File: src/rtl/servo_avalon_multi.sv
// Avalon-MM slave for NUM_CH hobby servos: per-channel PWM generation and feedback pulse measurement.
// Latency: read data one cycle after cs&read; pwm_out registered, aligned with the frame counter; feedback 3 cycles.
// Backpressure: none; the slave accepts every access with zero wait states.
//
// Ports:
//   clock_clk, reset          single clock, synchronous active-high reset
//   cs/read/write/address     Avalon-MM slave access, address = {channel, offset[1:0]}
//   writedata/readdata        32-bit data; readdata is registered and held until the next read
//   pwm_response              asynchronous feedback pulses, one per channel
//   pwm_out                   servo PWM outputs, one per channel
module servo_avalon_multi #(
    parameter int  NUM_CH        = 4,
    parameter int  PERIOD_CYCLES = 1000000,
    parameter int  PW_W          = 21,
    localparam int ADDR_W        = $clog2(NUM_CH) + 2
) (
    input  logic              clock_clk,
    input  logic              reset,
    input  logic              cs,
    input  logic              read,
    input  logic              write,
    input  logic [ADDR_W-1:0] address,
    input  logic [31:0]       writedata,
    output logic [31:0]       readdata,
    input  logic [NUM_CH-1:0] pwm_response,
    output logic [NUM_CH-1:0] pwm_out
);

    localparam logic [PW_W-1:0] PERIOD_V = PW_W'(PERIOD_CYCLES);
    localparam logic [PW_W-1:0] LAST_CNT = PW_W'(PERIOD_CYCLES - 1);
    localparam logic [PW_W-1:0] TMO_CNT  = PW_W'(2 * PERIOD_CYCLES);
    localparam logic [PW_W-1:0] SAT_CNT  = '1;

    logic [PW_W-1:0]              cnt_q, cnt_d;
    logic [NUM_CH-1:0][PW_W-1:0]  pulse_q, pulse_d;
    logic [NUM_CH-1:0][PW_W-1:0]  active_q, active_d;
    logic [NUM_CH-1:0][PW_W-1:0]  width_q, width_d;
    logic [NUM_CH-1:0][PW_W-1:0]  tmo_cnt_q, tmo_cnt_d;
    logic [NUM_CH-1:0][PW_W-1:0]  meas_q, meas_d;
    logic [NUM_CH-1:0]            en_q, en_d;
    logic [NUM_CH-1:0]            valid_q, valid_d;
    logic [NUM_CH-1:0]            timeout_q, timeout_d;
    logic [NUM_CH-1:0]            pwm_q, pwm_d;
    logic [NUM_CH-1:0]            sync1_q, sync2_q, sync3_q;
    logic [31:0]                  readdata_q, readdata_d;

    logic [31:0] ch_sel;
    logic [1:0]  offset;
    logic        ch_ok;
    logic        wr_en;
    logic        rd_en;
    logic        frame_wrap;
    logic        rise;
    logic        fall;
    logic        high;

    always_comb begin
        // Zero-extend before shifting so NUM_CH=1 (no channel bits) still decodes.
        ch_sel     = 32'(address) >> 2;
        offset     = address[1:0];
        ch_ok      = (ch_sel < 32'(NUM_CH));
        rd_en      = cs && read;
        wr_en      = cs && write && !read;   // a simultaneous read takes priority
        frame_wrap = (cnt_q == LAST_CNT);
        cnt_d      = frame_wrap ? '0 : cnt_q + 1'b1;

        pulse_d    = pulse_q;
        en_d       = en_q;
        active_d   = active_q;
        width_d    = width_q;
        tmo_cnt_d  = tmo_cnt_q;
        meas_d     = meas_q;
        valid_d    = valid_q;
        timeout_d  = timeout_q;
        pwm_d      = '0;
        readdata_d = readdata_q;
        rise       = 1'b0;
        fall       = 1'b0;
        high       = 1'b0;

        if (rd_en) begin
            readdata_d = 32'd0;
        end

        for (int c = 0; c < NUM_CH; c++) begin
            if (wr_en && ch_ok && ch_sel == 32'(c)) begin
                if (offset == 2'd0) begin
                    pulse_d[c] = (writedata > 32'(PERIOD_CYCLES)) ? PERIOD_V : writedata[PW_W-1:0];
                end else if (offset == 2'd1) begin
                    en_d[c] = writedata[0];
                end
            end

            // Shadow load only at the frame boundary so a frame is never cut short or stretched.
            if (frame_wrap) begin
                active_d[c] = pulse_q[c];
            end
            // Use next-state values so pwm_out lines up with the frame counter and EN clears at once.
            pwm_d[c] = en_d[c] && (cnt_d < active_d[c]);

            rise = sync2_q[c] && !sync3_q[c];
            fall = !sync2_q[c] && sync3_q[c];
            high = sync2_q[c] && sync3_q[c];

            if (rise) begin
                width_d[c] = PW_W'(1);
            end else if (high && width_q[c] != SAT_CNT) begin
                width_d[c] = width_q[c] + 1'b1;
            end

            if (rise) begin
                tmo_cnt_d[c] = '0;
                timeout_d[c] = 1'b0;
            end else begin
                if (tmo_cnt_q[c] != SAT_CNT) begin
                    tmo_cnt_d[c] = tmo_cnt_q[c] + 1'b1;
                end
                if (tmo_cnt_d[c] >= TMO_CNT) begin
                    timeout_d[c] = 1'b1;
                end
            end

            if (rd_en && ch_sel == 32'(c)) begin
                case (offset)
                    2'd0: readdata_d = 32'(pulse_q[c]);
                    2'd1: readdata_d = {31'd0, en_q[c]};
                    2'd2: begin
                        readdata_d = {valid_q[c], timeout_q[c], 30'd0} | 32'(meas_q[c]);
                        valid_d[c] = 1'b0;
                    end
                    default: readdata_d = 32'(cnt_q);
                endcase
            end

            // A falling edge in the same cycle as a MEAS read keeps the new sample valid.
            if (fall) begin
                meas_d[c]  = width_q[c];
                valid_d[c] = 1'b1;
            end
        end
    end

    always_ff @(posedge clock_clk) begin
        if (reset) begin
            cnt_q      <= '0;
            pulse_q    <= '0;
            en_q       <= '0;
            active_q   <= '0;
            width_q    <= '0;
            tmo_cnt_q  <= '0;
            meas_q     <= '0;
            valid_q    <= '0;
            timeout_q  <= '0;
            pwm_q      <= '0;
            sync1_q    <= '0;
            sync2_q    <= '0;
            sync3_q    <= '0;
            readdata_q <= '0;
        end else begin
            cnt_q      <= cnt_d;
            pulse_q    <= pulse_d;
            en_q       <= en_d;
            active_q   <= active_d;
            width_q    <= width_d;
            tmo_cnt_q  <= tmo_cnt_d;
            meas_q     <= meas_d;
            valid_q    <= valid_d;
            timeout_q  <= timeout_d;
            pwm_q      <= pwm_d;
            sync1_q    <= pwm_response;
            sync2_q    <= sync1_q;
            sync3_q    <= sync2_q;
            readdata_q <= readdata_d;
        end
    end

    assign readdata = readdata_q;
    assign pwm_out  = pwm_q;

endmodule

File: config.mk
export PLATFORM = sky130hd
export DESIGN_NAME = servo_avalon_multi
export DESIGN_NICKNAME = d
export VERILOG_FILES = /design/src/rtl/servo_avalon_multi.sv
export SDC_FILE = /design/constraint.sdc
export NUM_CORES = 1
export LEC_CHECK = 0
export CORE_ASPECT_RATIO = 1.2
export CORE_MARGIN = 2
export CORE_UTILIZATION = 59
export CTS_CLUSTER_DIAMETER = 150
export DETAILED_ROUTE_END_ITERATION = 8
export PLACE_DENSITY_LB_ADDON = 0.05
export REMOVE_ABC_BUFFERS = 1
export SLEW_MARGIN = 20
export SYNTH_ARGS = -nofsm -noshare
export SYNTH_HDL_FRONTEND = slang
export SYNTH_SLANG_ARGS = --single-unit
File: constraint.sdc
create_clock -name clock_clk -period 10.5 [get_ports clock_clk]
set_clock_uncertainty 0.05 [all_clocks]
set_input_delay 1.05 -clock clock_clk [delete_from_list [all_inputs] [get_ports clock_clk]]
set_output_delay 1.05 -clock clock_clk [all_outputs]
set_load 0.005 [all_outputs]
# Word level (Yosys, flattened, before mapping)
# Cells that the tools add are included.
[op_classes]
addsub = 9
order_cmp = 10
eq_ne = 14
n_mux = 52
n_bitwise = 4
n_reduce_logical = 68
[op_table]
columns = ["operator", "n"]
rows = [
  ["$pmux 32 s3", 4],
  ["$mux 21", 14],
  ["$add 21x1->21 const B", 9],
  ["$ne 21x21->1 const B", 8],
  ["$mux 32", 5],
  ["$or 32x21->32", 4],
  ["$ge 21x21->1 const B", 4],
  ["$lt 21x21->1", 4],
  ["$gt 32x20->1 const B", 1],
  ["$logic_and 1x1->1", 32],
  ["$logic_not 32->1", 1],
  ["$mux 1", 29],
  ["$reduce_bool 2->1", 12],
  ["$eq 21x20->1 const B", 1],
  ["$reduce_and 2->1", 8],
  ["$logic_not 1->1", 9],
  ["$reduce_or 2->1", 4],
  ["$eq 2x2->1 const B", 3],
  ["$reduce_bool 5->1", 1],
  ["$eq 2x1->1 const B", 2],
  ["$lt 2x3->1 const B", 1],
  ["$logic_not 2->1", 1],
]
[word_totals]
reg_bits = 501
inputBits = 45
out_inout_bits = 36

# Logic depth before layout (Yosys ltp)
# Gate-level depths: netlist (run 1).
[logic_depth]
ltp_word = 6
ltp_mapped = 15

# Least setup slack after synthesis (run 1)
# OpenSTA, ideal clock, no wires.
[synth_path]
kind = "register to register"
from = "register cnt_q[9]"
to = "register pwm_q[0] (netlist: pwm_out[0])"
setup_ps = 74
arrival_ps = 3160
required_ps = 10376
slack_ps = 7216
stages_incl_launch_ff = 15
n_path_buf = 2
period_less_slack_ps = 3284
cell_sequence = "dfxtp_1 and4bb_2 nand3_1 nor4_1 clkbuf_1 buf_2 nor2_1 ha_1 a21o_1 a21o_1 a21o_1 a21o_1 a211oi_1 o211ai_1 a31oi_1"
[synth_between]
elab_chain_cells = 4
word_cells_on_any_way = 6
cone_classes = "add/sub: 1; order compare: 1; eq/ne: 1; mux: 2; reduce/logical: 1"
[synth_rtl]
columns = ["element", "line", "rtl"]
rows = [
  ["from (decl)", "34", "logic [PW_W-1:0] cnt_q, cnt_d;"],
  ["from (signal assigned)", "160", "cnt_q <= cnt_d;"],
  ["$add 21x1->21 / $eq 21x20->1 (equally long branches)", "65, 64", ""],
  ["$mux 21 (*)", "65", "cnt_d = frame_wrap ? '0 : cnt_q + 1'b1;"],
  ["via cnt_d[14]", "34", ""],
  ["$lt 21x21->1 (*)", "99", "pwm_d[c] = en_d[c] && (cnt_d < active_d[c]);"],
  ["$logic_and 1x1->1 (*)", "99", ""],
  ["to (signal assigned)", "169", "pwm_q <= pwm_d;"],
  ["to (decl)", "43", "logic [NUM_CH-1:0] pwm_q, pwm_d;"],
]
# The timed path passes the listed nets; every way through them passes the cells marked *.
# A chain may end at the register's enable or synchronous reset.

# Final worst setup path (run 1)
[layout_path]
from = "register cnt_q[0]"
to = "register pwm_q[0] (netlist: pwm_out[0])"
[layout_between]
elab_chain_cells = 4
word_cells_on_any_way = 6
cone_classes = "add/sub: 1; order compare: 1; eq/ne: 1; mux: 2; reduce/logical: 1"
[layout_rtl]
columns = ["element", "line"]
rows = [
  ["$add 21x1->21 / $eq 21x20->1 (equally long branches)", "65, 64"],
  ["$mux 21, on equally long branches", "65, 95"],
  ["$lt 21x21->1 (*)", "99"],
  ["$logic_and 1x1->1 (*)", "99"],
]
# Every way passes the cells marked *; elsewhere a longest branch is shown, timed or not.

==> qor.yml, run 1 <==
drt-vias-per-instance: 6.035
grt_first_pass_wirelength_um: 102000
ir_worst_vdd_v: 0.0001418
final-hold-violation-count: 0
layout.nets: 2878
yosys_register_bits: 492
area.growth.synth_to_final_pct: 10.95
numCtsBuffers: 50
die_area_sq_um: 41560
worst-path-max-fanout: 46
post-dp-hpwl_um: 45140
synth_top_family_by_area: "simple AND/OR/NAND/NOR gates"
cp_slowest_stage_delay_ns: 0.84
tritoncts_num_sinks: 492
slew_viol_final: 0
core-area_sq_um: 39540
ctsHtreeMaxLevel: 2
worst_r2r_path_depth: 13
setup_viol_count_final: 0
pwr_density_cell_nw_per_um2: 150.2
cp_cell_sequence: "ha_1 -> nand2_1 -> or4_4 -> buf_4 -> mux2i_1 -> ha_1 -> a21o_1 -> a21o_1 -> a21o_1 -> a21o_1 -> a211oi_1 -> o211ai_1 -> a31oi_1"
finalWorstPathRequiredPeriod_ns: 4.297
die_width_um: 186.4
first_pass_iters: 6
synth-seq-area-share: 0.4180
post_cts_resize_count: 0
critPathRequiredTime_ns: 10.97
layout_worst_path_cycle_share: 0.4093
post_synth_fa_ha_maj_area_fraction: 0.04620
synth-warning-count: 0
placed_cells_incl_taps: 3227
synth_top_area_cell: "sky130_fd_sc_hd__dfxtp_1"
crit_cells: 13
hold_buffers: 0
timing.critical_path.from_type: "flip-flop"
maxSlewHeadroom: 0.2548
worst_hold_path_type: "reg -> reg"
synth.cell_area_sq_um: 23560
die_height_um: 222.9
critical_path_arrival_ns: 4.77
first_iter_violations: 1556
synth_compound_area_frac: 0.1447
finalWeightedCongestion: 0.9167
synth_top_cell_area_share: 0.4180
grt_antenna_before_repair: 0
grt.overflow.total: 0
status: "finished clean"
grt_max_degree: 148
clockRootBuffer: "sky130_fd_sc_hd__clkbuf_16"
port_buffers: 71
number_of_enable_type_register_cells_in_the_synthesized_netlist: 0
cts.reportedPaths.clkPinSlew_ns: 0.06
drive_gt1_frac: 0.05817
num_rows: 80
critPathTopFamily: "compound AO/OA/AOI/OAI gates"
yosys.area_share.xor_xnor: 0.05315
pin_count: 81
totalNegativeSetupSlack_ns: 0
critical-path-slowest-cell: "sky130_fd_sc_hd__or4_4"
synth-simple-area-share: 0.2228
start_util: 0.5959
cp.buffers_inverters: 1
grt_pass1_vias: 18915
synth.area.mux_share: 0.07790
max_slew.worst_pin.slew_ns: 1.114
post_synthesis_cell_type_count: 86
route.final.wire_length_um: 64380
wl_per_cell_um: 19.40
ant_nets: 0
highest_clock_frequency_the_design_can_meet_mhz: 232.7
max-clock-path-buffers: 3
type_of_the_worst_setup_path: "reg -> reg"
worst_hold_path.num_cells: 1
p_leak_nw: 9.976
cap_viol_max_count: 0
report.power.total_mw: 3.926
rsz0062_at_grt: "false"
syn-mean-instance-area_sq_um: 8.543
synthArstFlopShare: 0
instances_no_fill: 3319
final_cell_area_sq_um: 26140
cts_setup_buffers: 0
tritoncts: "yes"
detailroute.via_count: 20031
post_synth_inst_count: 2758
synth_area_leaders: "sky130_fd_sc_hd__dfxtp_1 42%, sky130_fd_sc_hd__mux2i_1 7.3%, sky130_fd_sc_hd__nor2_1 6.5%"
groute.usage.overall: 0.3063
worst_path_most_repeated_cell: "sky130_fd_sc_hd__a21o_1"
clock_insertion_delay_at_the_later_pin_of_the_skew_report_ns: 0.60
synth_flop_cell: "sky130_fd_sc_hd__dfxtp_1"
finalHoldWorstSlack_ns: 0.3876
placedInstanceArea_sq_um: 24430
drc: 0
critPathCaptureType: "flip-flop"
## cell usage in the layout, fill, tap and decap left out, drive strengths merged, types with 34 or more instances in the layout
| master | Yosys | routed |
|---|---|---|
| nor2b | 36 | 36 |
| mux2i | 171 | 171 |
| o21ai | 96 | 96 |
| xnor2 | 55 | 55 |
| a32oi | 50 | 50 |
| buf | 57 | 34 |
| nor3 | 49 | 49 |
| nor2 | 411 | 411 |
| clkdlybuf4s50 | 0 | 66 |
| dfxtp | 492 | 492 |
| xor2 | 88 | 88 |
| nand2 | 331 | 331 |
| ha | 87 | 87 |
| nand3 | 85 | 85 |
| a21oi | 205 | 205 |
| clkbuf | 115 | 68 |
| nand4 | 58 | 58 |
## final timing paths
path / from / endpoint / slack, ns
setup / recovery: cnt_q[0] / pwm_out[0] / 6.20
hold / removal: sync1_q[3] / sync2_q[3] / 0.39
setup reg to reg: cnt_q[0] / pwm_out[0] / 6.20
hold reg to reg: sync1_q[3] / sync2_q[3] / 0.39
## state kept, by name, summed over array words and instances, names as in the netlist
| signal | cells |
|---|---|
| active_q | 84 |
| cnt_q | 21 |
| en_q | 4 |
| meas_q | 84 |
| pulse_q | 84 |
| pwm_out | 4 |
| readdata | 23 |
| sync1_q | 4 |
| sync2_q | 4 |
| sync3_q | 4 |
| timeout_q | 4 |
| tmo_cnt_q | 84 |
| valid_q | 4 |
| width_q | 84 |
## report_power, final
part	total [mW]	internal (mW)	leakage [nW]	switching (mW)
clock	1.85	1.10	0.853	0.754
sequential	1.89	1.88	3.97	0.0134
combinational	0.183	0.0635	5.15	0.120
## per-layer routing
metal  global-route usage  vias to the layer above  wire [um]
li1                     -                     9730          -
met5                    0                        -          0
met1               0.3867                     9511      26970
met4               0.1512                        0       3291
met2               0.5105                      631      30440
met3              0.04908                      159       3676
## cell families after synthesis
logic type | after synthesis
fa+ha+maj | 87
other cells | 1
mux | 180
compound gates | 530
flops | 492
buf+inv | 196
simple gates | 1129
xor+xnor | 143
## cells in the mapped netlist (all sizes together) (13+ instances only)
master,number
and4,13
a31oi,19
nor4,24
o21ai,96
nor2,411
xnor2,55
a211oi,26
mux2i,171
nand3b,19
a21oi,205
or3,19
and3,29
a311oi,30
o211ai,26
a32oi,50
nand4,58
xor2,88
ha,87
dfxtp,492
buf,57
nand2,331
nor3,49
nand2b,13
inv,24
a21o,17
clkbuf,115
nand3,85
nor2b,36
## per-stage QoR
step	util	setup WS, ns
after global placement	0.6178	6.254
after detailed placement	0.6178	6.175
final	0.6612	6.203
after floorplan	-	5.171
after CTS	0.6611	6.218
after global routing	0.6612	6.002
## cell type report
class,instances,area (sq um)
diodes,1,2.502
clock inverters,23,249.0
well taps,533,666.9
multi-input cells,2078,12890
inverters,24,90.09
clock buffers,68,1463
repair buffers,100,928.4
flip-flops and latches,492,9849
fillers,3328,13390
Power figures use the tool's default switching activity.
==> run 2, diff against run 1 <==
==> constraint.sdc (replaced) <==
create_clock -name clock_clk -period 4.4 [get_ports clock_clk]
set_clock_uncertainty 0.05 [all_clocks]
set_input_delay 0.44 -clock clock_clk [delete_from_list [all_inputs] [get_ports clock_clk]]
set_output_delay 0.44 -clock clock_clk [all_outputs]
set_load 0.005 [all_outputs]
==> run 2 against run 1 <==
Net effect:
- global-route usage rose by 0.80 points
- clock-buffer cell count rose by 3
- die area did not move
- critical path depth fell by 1
- sequential share of layout area fell by 0.17 points
- sequential cell count did not move
- critical path type unchanged
- hold slack got worse by 0.097 ns
- non-clock buffer count rose by 14
==> qor.yml, run 2 (synthesized netlist as in run 1, its figures left out) <==
tritoncts: "yes"
post-place-ws_ns: 0.6957
final.setup.worst_slack_ns: 0.6269
rsz0062_at_grt: "false"
start_util: 0.5959
post_cts_resize_count: 0
finalWeightedCongestion: 0.9671
num_rows: 80
grt_antenna_before_repair: 0
type_of_the_worst_setup_path: "reg -> reg"
worst_path_most_repeated_cell: "sky130_fd_sc_hd__ha_1"
timing.critical_path.from_type: "flip-flop"
drc: 0
worst-path-max-fanout: 45
die_height_um: 222.9
final-hold-violation-count: 0
critPathCaptureType: "flip-flop"
route.final.wire_length_um: 66190
pwr_density_cell_nw_per_um2: 357.8
grt_pass1_vias: 19100
instances_no_fill: 3330
highest_clock_frequency_the_design_can_meet_mhz: 265.0
max_slew.worst_pin.slew_ns: 1.078
clockRootBuffer: "sky130_fd_sc_hd__clkbuf_16"
groute.usage.overall: 0.3143
crit_start: "cnt_q[0]"
grt_max_degree: 110
cell_internal_pwr_mw: 7.293
layout.nets: 2891
cts.reportedPaths.clkPinSlew_ns: 0.06
p_sw_mw: 2.103
report.power.total_mw: 9.396
drive_gt1_frac: 0.06042
critPathRequiredTime_ns: 4.86
seq_power_share: 0.481
placed_cells_incl_taps: 3241
power_switching_share: 0.2238
setup_viol_count_final: 0
critical-path-slowest-cell: "sky130_fd_sc_hd__or4_4"
first_pass_iters: 7
slew_viol_final: 0
n_antenna_cell: 0
clock_insertion_delay_at_the_later_pin_of_the_skew_report_ns: 0.58
tritoncts_num_sinks: 492
pin_count: 81
first_iter_violations: 1565
p_leak_nw: 10.03
p_clk_frac: 0.472
detailroute.via_count: 20176
finalWorstPathRequiredPeriod_ns: 3.773
ir_worst_vdd_v: 0.0004271
grt_first_pass_wirelength_um: 104100
wl_per_cell_um: 19.88
cp_slowest_stage_delay_ns: 0.51
port_buffers: 71
max-clock-path-buffers: 3
numCtsBuffers: 49
hold_buffers: 0
area.growth.synth_to_final_pct: 11.46
final_cell_mix: "492 x sky130_fd_sc_hd__dfxtp_1, 410 x sky130_fd_sc_hd__nor2_1, 329 x sky130_fd_sc_hd__nand2_1"
core-area_sq_um: 39540
ctsHtreeMaxLevel: 2
part_of_the_power_in_combinational_logic: 0.048
worst_hold_path_type: "in -> reg"
grt.overflow.total: 0
cap_viol_max_count: 0
most_frequent_standard_cell_in_the_layout_excluding_fill_and_tap_cells: "sky130_fd_sc_hd__dfxtp_1"
die_width_um: 186.4
ant_nets: 0
drt-vias-per-instance: 6.059
hold_path.startpoint: "reset"
cts_setup_buffers: 0
die_area_sq_um: 41560
maxSlewHeadroom: 0.2816
timing.rr.start: "cnt_q[0]"
status: "finished clean"
cp_cell_sequence: "ha_1 -> nand2_1 -> or4_4 -> buf_4 -> mux2i_1 -> ha_1 -> a21o_1 -> a211oi_1 -> nand3_1 -> a31oi_1 -> o221ai_1 -> a21oi_1"
layout_worst_path_cycle_share: 0.8575
critical_path_arrival_ns: 4.23
finalCoreUtilization: 0.6642
post-dp-hpwl_um: 47990
-- run 2: critical path, delay by kind of cell, from the launching register on --
kind / cells / cell delay (ns)
buffers and inverters: 1 / 0.37
AND/OR/NAND/NOR: 3 / 0.75
flip-flops: 1 / 0.49
multiplexers: 1 / 0.32
adder cells (fa/ha/maj): 2 / 0.59
AO/OA/AOI/OAI: 5 / 1.09
-- run 2: power by group through the flow --
| stage | Combinational (mW) | Clock, mW | Sequential [mW] |
|---|---|---|---|
| finish | 0.447 | 4.43 | 4.51 |
| floorplan | 0.182 | 0 | 4.61 |
| global route | 0.480 | 4.69 | 4.52 |
| CTS | 0.441 | 4.51 | 4.51 |
| global placement | 0.433 | 0 | 4.61 |
| detailed placement | 0.439 | 0 | 4.61 |
-- run 2: final cells by class --
type,count,area [sq um]
Clock buffer,71,1419
Clock inverter,18,286.5
Fill cell,3375,13280
Inverter,24,90.09
Multi-Input combinational cell,2078,12890
Sequential cell,492,9849
Tap cell,533,666.9
Timing Repair Buffer,114,1059
-- run 2: worst paths after layout --
path	endpoint	slack, ns	cells past startpoint
max reg2reg	pwm_out[2]	0.63	12
min reg2reg	sync2_q[3]	0.39	1
min	meas_q[17]	0.29	2
max	pwm_out[2]	0.63	12
-- run 2: layer usage --
metal / track usage / part of all wire / wire length [um] / up-vias
li1: - / - / - / 9760
met1: 0.3915 / 0.42 / 27570 / 9547
met2: 0.5176 / 0.46 / 30660 / 684
met3: 0.05286 / 0.060 / 3973 / 185
met4: 0.1783 / 0.060 / 3994 / 0
met5: 0 / 0 / 0 / -
-- run 2: per-stage QoR --
| stage | setup TNS (ns) | hold slack [ns] | cell area [sq um] |
|---|---|---|---|
| 3_5_place_dp | 0 | 0.3742 | 24560 |
| 5_1_grt | 0 | 0.3143 | 26260 |
| 6_report | 0 | 0.2908 | 26260 |
| 4_1_cts | 0 | 0.2793 | 26260 |
| 3_3_place_gp | 0 | 0.3660 | 24550 |
| 2_1_floorplan | -3.415 | 0.3638 | 22810 |
